<file path="config.mk">
export PLATFORM = sky130hd
export DESIGN_NAME = onewire_presence_gen
export DESIGN_NICKNAME = d
export VERILOG_FILES = /design/src/rtl/onewire_pkg.sv /design/src/rtl/ow_cycle_timer.sv /design/src/rtl/onewire_presence_gen.sv
export SDC_FILE = /design/constraint.sdc
export NUM_CORES = 1
export LEC_CHECK = 0
export BUFFER_PORTS_ARGS = -buffer_cell sky130_fd_sc_hd__clkbuf_2
export CAP_MARGIN = 20
export CORE_MARGIN = 2
export CORE_UTILIZATION = 55
export CTS_CLUSTER_DIAMETER = 120
export CTS_CLUSTER_SIZE = 20
export DETAILED_ROUTE_END_ITERATION = 8
export GPL_TIMING_DRIVEN = 0
export PLACE_DENSITY = 0.74
export SLEW_MARGIN = 0
export SYNTH_ARGS = -nofsm -noshare
export SYNTH_HDL_FRONTEND = slang
export SYNTH_SLANG_ARGS = --single-unit
</file>
<file path="constraint.sdc">
create_clock -name clk -period 3.8 [get_ports clk]
set_clock_uncertainty 0.15 [all_clocks]
set_input_delay 0.19 -clock clk [delete_from_list [all_inputs] [get_ports clk]]
set_output_delay 0.19 -clock clk [all_outputs]
set_load 0.01 [all_outputs]
</file>
<file path="src/rtl/onewire_pkg.sv">
// Shared 1-Wire definitions: slave sequencer states and default protocol timings in
// microseconds. The reset checker uses the same timings.
package onewire_pkg;

  typedef enum logic [2:0] {
    IDLE,
    WAIT_REL,
    DELAY,
    DRIVE,
    RECOVER
  } ow_state_e;

  localparam int unsigned OW_RESET_US    = 480;
  localparam int unsigned OW_DELAY_US    = 30;
  localparam int unsigned OW_PRESENCE_US = 120;
  localparam int unsigned OW_RECOVER_US  = 240;
  localparam int unsigned OW_RELEASE_US  = 960;

  function automatic int unsigned max4(input int unsigned a, input int unsigned b,
                                       input int unsigned c, input int unsigned d);
    int unsigned m;
    m = a;
    if (b > m) m = b;
    if (c > m) m = c;
    if (d > m) m = d;
    return m;
  endfunction

endpackage

</file>
<file path="src/rtl/ow_cycle_timer.sv">
// Loadable down-counter. It saturates at zero and never wraps. A load takes priority
// over counting.
module ow_cycle_timer #(
  parameter int unsigned W = 8
) (
  input  logic         clk,
  input  logic         rst,
  input  logic         load,
  input  logic [W-1:0] load_val,
  output logic         zero
);

  logic [W-1:0] count_q, count_d;

  always_comb begin
    count_d = count_q;
    if (load)
      count_d = load_val;
    else if (count_q != '0)
      count_d = count_q - W'(1);
  end

  // NOTE: sequential state uses non-blocking assignments only; combinational next-state
  // logic stays in always_comb with blocking assignments.
  always_ff @(posedge clk) begin
    if (rst) count_q <= '0;
    else     count_q <= count_d;
  end

  assign zero = (count_q == '0);

endmodule

</file>
<file path="src/rtl/onewire_presence_gen.sv">
// 1-Wire presence-pulse generator that answers the reset checker's reset_found edge.
// The optional WAIT_REL timeout is enabled by defining ONEWIRE_REL_TIMEOUT_EN.
module onewire_presence_gen
  import onewire_pkg::*;
#(
  parameter int unsigned DELAY_CYC       = OW_DELAY_US,
  parameter int unsigned PULSE_CYC       = OW_PRESENCE_US,
  parameter int unsigned RECOVER_MAX_CYC = OW_RECOVER_US,
  parameter int unsigned RELEASE_MAX_CYC = OW_RELEASE_US
) (
  input  logic clk,
  input  logic rst,
  input  logic reset_found,
  input  logic bus_in,
  output logic bus_drive_low,
  output logic busy,
  output logic presence_done,
  output logic bus_fault
);

  localparam int unsigned CNT_W =
    $clog2(max4(DELAY_CYC, PULSE_CYC, RECOVER_MAX_CYC, RELEASE_MAX_CYC)) + 1;

  ow_state_e  state_q, state_d;
  logic       found_prev_q;
  logic       drive_q, drive_d;
  logic       busy_q, busy_d;
  logic       done_q, done_d;
  logic       fault_q, fault_d;
  logic       tmr_load;
  logic [CNT_W-1:0] tmr_val;
  logic       tmr_zero;
  logic       trigger;

  assign trigger = reset_found && !found_prev_q;

  ow_cycle_timer #(.W(CNT_W)) u_timer (
    .clk      (clk),
    .rst      (rst),
    .load     (tmr_load),
    .load_val (tmr_val),
    .zero     (tmr_zero)
  );

  // NOTE: every variable driven here gets a default first, so no path can infer a latch.
  always_comb begin
    state_d  = state_q;
    tmr_load = 1'b0;
    tmr_val  = '0;
    done_d   = 1'b0;
    fault_d  = 1'b0;
    unique case (state_q)
      IDLE: begin
        if (trigger) begin
          state_d = WAIT_REL;
`ifdef ONEWIRE_REL_TIMEOUT_EN
          tmr_load = 1'b1;
          tmr_val  = CNT_W'(RELEASE_MAX_CYC - 1);
`endif
        end
      end
      WAIT_REL: begin
        if (bus_in) begin
          state_d  = DELAY;
          tmr_load = 1'b1;
          tmr_val  = CNT_W'(DELAY_CYC - 1);
        end
`ifdef ONEWIRE_REL_TIMEOUT_EN
        else if (tmr_zero) begin
          fault_d = 1'b1;
          state_d = IDLE;
        end
`endif
      end
      DELAY: begin
        // A low bus here means the master has started a new reset, so drop the sequence quietly.
        if (!bus_in) begin
          state_d = IDLE;
        end else if (tmr_zero) begin
          state_d  = DRIVE;
          tmr_load = 1'b1;
          tmr_val  = CNT_W'(PULSE_CYC - 1);
        end
      end
      DRIVE: begin
        if (tmr_zero) begin
          state_d  = RECOVER;
          tmr_load = 1'b1;
          tmr_val  = CNT_W'(RECOVER_MAX_CYC - 1);
        end
      end
      RECOVER: begin
        if (bus_in) begin
          done_d  = 1'b1;
          state_d = IDLE;
        end else if (tmr_zero) begin
          fault_d = 1'b1;
          state_d = IDLE;
        end
      end
      default: state_d = IDLE;
    endcase
  end

  // The outputs are registered from next-state, so each output changes on the same edge as the state.
  assign drive_d = (state_d == DRIVE);
  assign busy_d  = (state_d != IDLE);

  always_ff @(posedge clk) begin
    if (rst) begin
      state_q      <= IDLE;
      found_prev_q <= 1'b0;
      drive_q      <= 1'b0;
      busy_q       <= 1'b0;
      done_q       <= 1'b0;
      fault_q      <= 1'b0;
    end else begin
      state_q      <= state_d;
      found_prev_q <= reset_found;
      drive_q      <= drive_d;
      busy_q       <= busy_d;
      done_q       <= done_d;
      fault_q      <= fault_d;
    end
  end

  assign bus_drive_low = drive_q;
  assign busy          = busy_q;
  assign presence_done = done_q;
  assign bus_fault     = fault_q;

endmodule
</file>
==> results_dict.tcl <==
set metrics [dict create \
    cts_tree "yes" \
    yosysWarnings 0 \
    syn_inst 110 \
    period_share 0.583 \
    area_growth_pct 10.7 \
    rsz0062_at_grt "false" \
    seq_area_frac_synth 0.383 \
    cp_slowest_cell "or4_4" \
    avgViaCountPerCell 6.21 \
    hold_class "in -> reg" \
    hold_violations 0 \
    clkLatencyLatePin_ns 0.31 \
    worst-path-buf-inv 3 \
    wirelength_um 2060 \
    root_buffer "clkbuf_4" \
    dieArea_mm2 0.00216 \
    timing.hold.ws_ns 0.0428 \
    dr.pass1.iters 5 \
    synth_area_leaders "dfxtp_1 (38%), nor2_1 (3.8%), nand3_1 (3.0%)" \
    synth-simple-area-share 0.314 \
    portBuffers 7 \
    synth_top_family_by_area "simple AND/OR/NAND/NOR gates" \
    drive_gt1_frac 0.180 \
    min_path_cells 3 \
    maxSlewViolCount 0 \
    hold_end "presence_done" \
    relSlewSlack 0.596 \
    synth_nets 115 \
    htree_levels 1 \
    synth_edf_count 0 \
    drc_errors 0 \
    synth-adder-area-share 0.0227 \
    synth_compound_area_frac 0.175 \
    max_stage_delay_ns 0.48 \
    vdd_drop_max_v 0.000422 \
    tightest_slew_ns 0.605 \
    crit_chain "inv_1, ha_1, clkbuf_1, and4_1, buf_6, or4_4, a221oi_2" \
    drtIter0Drc 28 \
    synth.largest_area_cell "dfxtp_1" \
    initial_core_util 0.581 \
    status "finished clean" \
    n_antenna_cell 0 \
    fin_tns_setup_ns 0 \
    critPathCaptureType "register" \
    r2r_start "u_timer.count_q[0]" \
    hpwl_um 1490 \
    core.rowCount 15 \
    core_mm2 0.00171 \
    grt_max_degree 13 \
    crit_type "reg -> reg" \
    clk_path_buf_depth 2 \
    maxCapViolations 0 \
    worstPathArrival_ns 2.31 \
    synth_flop_cell "dfxtp_1" \
    r2r_slack_ns 1.59 \
    synth_top_cell_area_share 0.383 \
    rr_worst_depth 7 \
    antenna_found_initial 0 \
    leakage_nw 0.440 \
    io-pin-count 8 \
    die_y_um 46.5 \
    routed-via-count 913 \
    ys_ff_latch 19 \
    post_cts_buffers 0 \
    cts_made_buffers 3 \
    gp_congestion 0.849 \
    nets 128 \
    syn-cell-area_um2 992 \
    die_w_um 46.5 \
    r2r-end "u_timer.count_q[9]" \
    cpLargestDelayFamily "simple AND/OR/NAND/NOR gates" \
    crit_fanout 10 \
    required_ns 3.89 \
    muxShareOfSynthArea 0.0429 \
    synth_xor_area_frac 0.00883 \
    grt_overflow_total 0 \
    async_flop_share 0 \
    syn_avg_cell_area_um2 9.02 \
    worst_hold_startpoint "rst" \
    ant_nets 0 \
    max_freq_mhz 452 \
    start_kind "register" \
    period_needed_ns 2.21 \
    cts_sinks 19 \
    clk_pin_slew_ns 0.12 \
    setup_viol 0 \
    yosys.cell_types.count 47 \
    wl_per_cell_um 14.0 \
    grt_pass1_vias 773 \
    grt_pass1_wl_um 3390 \
    cellPowerDensity_mw_per_mm2 706 \
    track_usage 0.222 \
]
through the flow:
stage | total power (W) | instances | utilization | cell area [um2] | worst slack [ns]
floorplan | 0.000589 | 110 | - | 992 | 1.78
global placement | 0.000652 | 142 | 0.620 | 1060 | 1.62
detailed placement | 0.000665 | 142 | 0.620 | 1060 | 1.61
CTS | 0.000772 | 147 | 0.643 | 1100 | 1.59
global route | 0.000826 | 147 | 0.643 | 1100 | 1.52
finish | 0.000775 | 147 | 0.643 | 1100 | 1.59
report_power, final:
group | switching [W] | internal [W] | total, W
combinational | 0.000203 | 0.000177 | 0.000379
sequential | 0.0000479 | 0.000240 | 0.000288
clock | 0.0000682 | 0.0000402 | 0.000108
flip-flops by register name (all words and copies together), names as in the netlist:
name,flops
bus_drive_low,1
bus_fault,1
busy,1
found_prev_q,1
presence_done,1
state_q,3
u_timer.count_q,11
worst max-delay path by stage:
| stage | startpoint | endpoint | cells past startpoint |
|---|---|---|---|
| 2_1_floorplan | u_timer.count_q[0] | u_timer.count_q[9] | 7 |
| 3_3_place_gp | u_timer.count_q[0] | u_timer.count_q[9] | 7 |
| 3_5_place_dp | u_timer.count_q[0] | u_timer.count_q[9] | 7 |
| 4_1_cts | u_timer.count_q[0] | u_timer.count_q[9] | 7 |
| 5_1_grt | u_timer.count_q[0] | u_timer.count_q[9] | 7 |
| 6_report | u_timer.count_q[0] | u_timer.count_q[9] | 7 |
layout by cell type, fill, tap and decap left out, types with 2 or more instances in the layout:
cell type / Yosys / layout
mux2_2: 2 / 2
nand2b_1: 2 / 2
nor3_1: 2 / 2
o21ai_0: 3 / 3
nand3_1: 6 / 6
inv_1: 7 / 7
nand3b_1: 3 / 3
nor3b_1: 3 / 3
nor2_1: 10 / 10
clkbuf_1: 4 / 4
and4_1: 2 / 2
nand2_1: 5 / 5
dfxtp_1: 19 / 19
mux2i_1: 2 / 2
a21oi_1: 5 / 5
nor2b_1: 2 / 2
and3_1: 2 / 2
clkbuf_4: 0 / 3
clkbuf_2: 0 / 7
a41oi_1: 2 / 2
per-layer routing:
metal / vias up / global-route usage / wire (um)
met5: - / 0 / 0
met4: 0 / 0.114 / 45
met3: 5 / 0.0392 / 106
met2: 38 / 0.319 / 924
met1: 435 / 0.315 / 986
li1: 435 / - / -
Yosys cell counts, types with 2 or more instances:
master     n
inv_1      7
clkbuf_1   4
a41oi_1    2
nand3b_1   3
and4_1     2
nor3_1     2
nand3_1    6
nand2b_1   2
nand2_1    5
o21ai_0    3
dfxtp_1   19
nor3b_1    3
nor2_1    10
and3_1     2
mux2i_1    2
a21oi_1    5
mux2_2     2
nor2b_1    2
area by class of cell:
cell class	instances	area [um2]
Fill cell	142	609
Multi-Input combinational cell	79	559
Sequential cell	19	380
Timing Repair Buffer	8	45.0
Tap cell	25	31.3
Buffer	5	26.3
Inverter	7	26.3
Clock buffer	3	22.5
Clock inverter	1	7.51
logic make-up after synthesis:
| family | Yosys count |
|---|---|
| flops | 19 |
| mux | 4 |
| compound gates | 23 |
| simple gates | 49 |
| buf+inv | 12 |
| fa+ha+maj | 2 |
| xor+xnor | 1 |
worst min-delay path, delay by kind of cell:
kind / cells / cell delay, ns
buf+inv: 1 / 0.12
simple gates: 2 / 0.17
what timing repair did:
item | in CTS | in global routing
hold buffers | 1 | 0
gates resized for setup | 0 | 0
endpoints found under the hold margin | 1 | 0
Power figures use the tool's default switching activity.
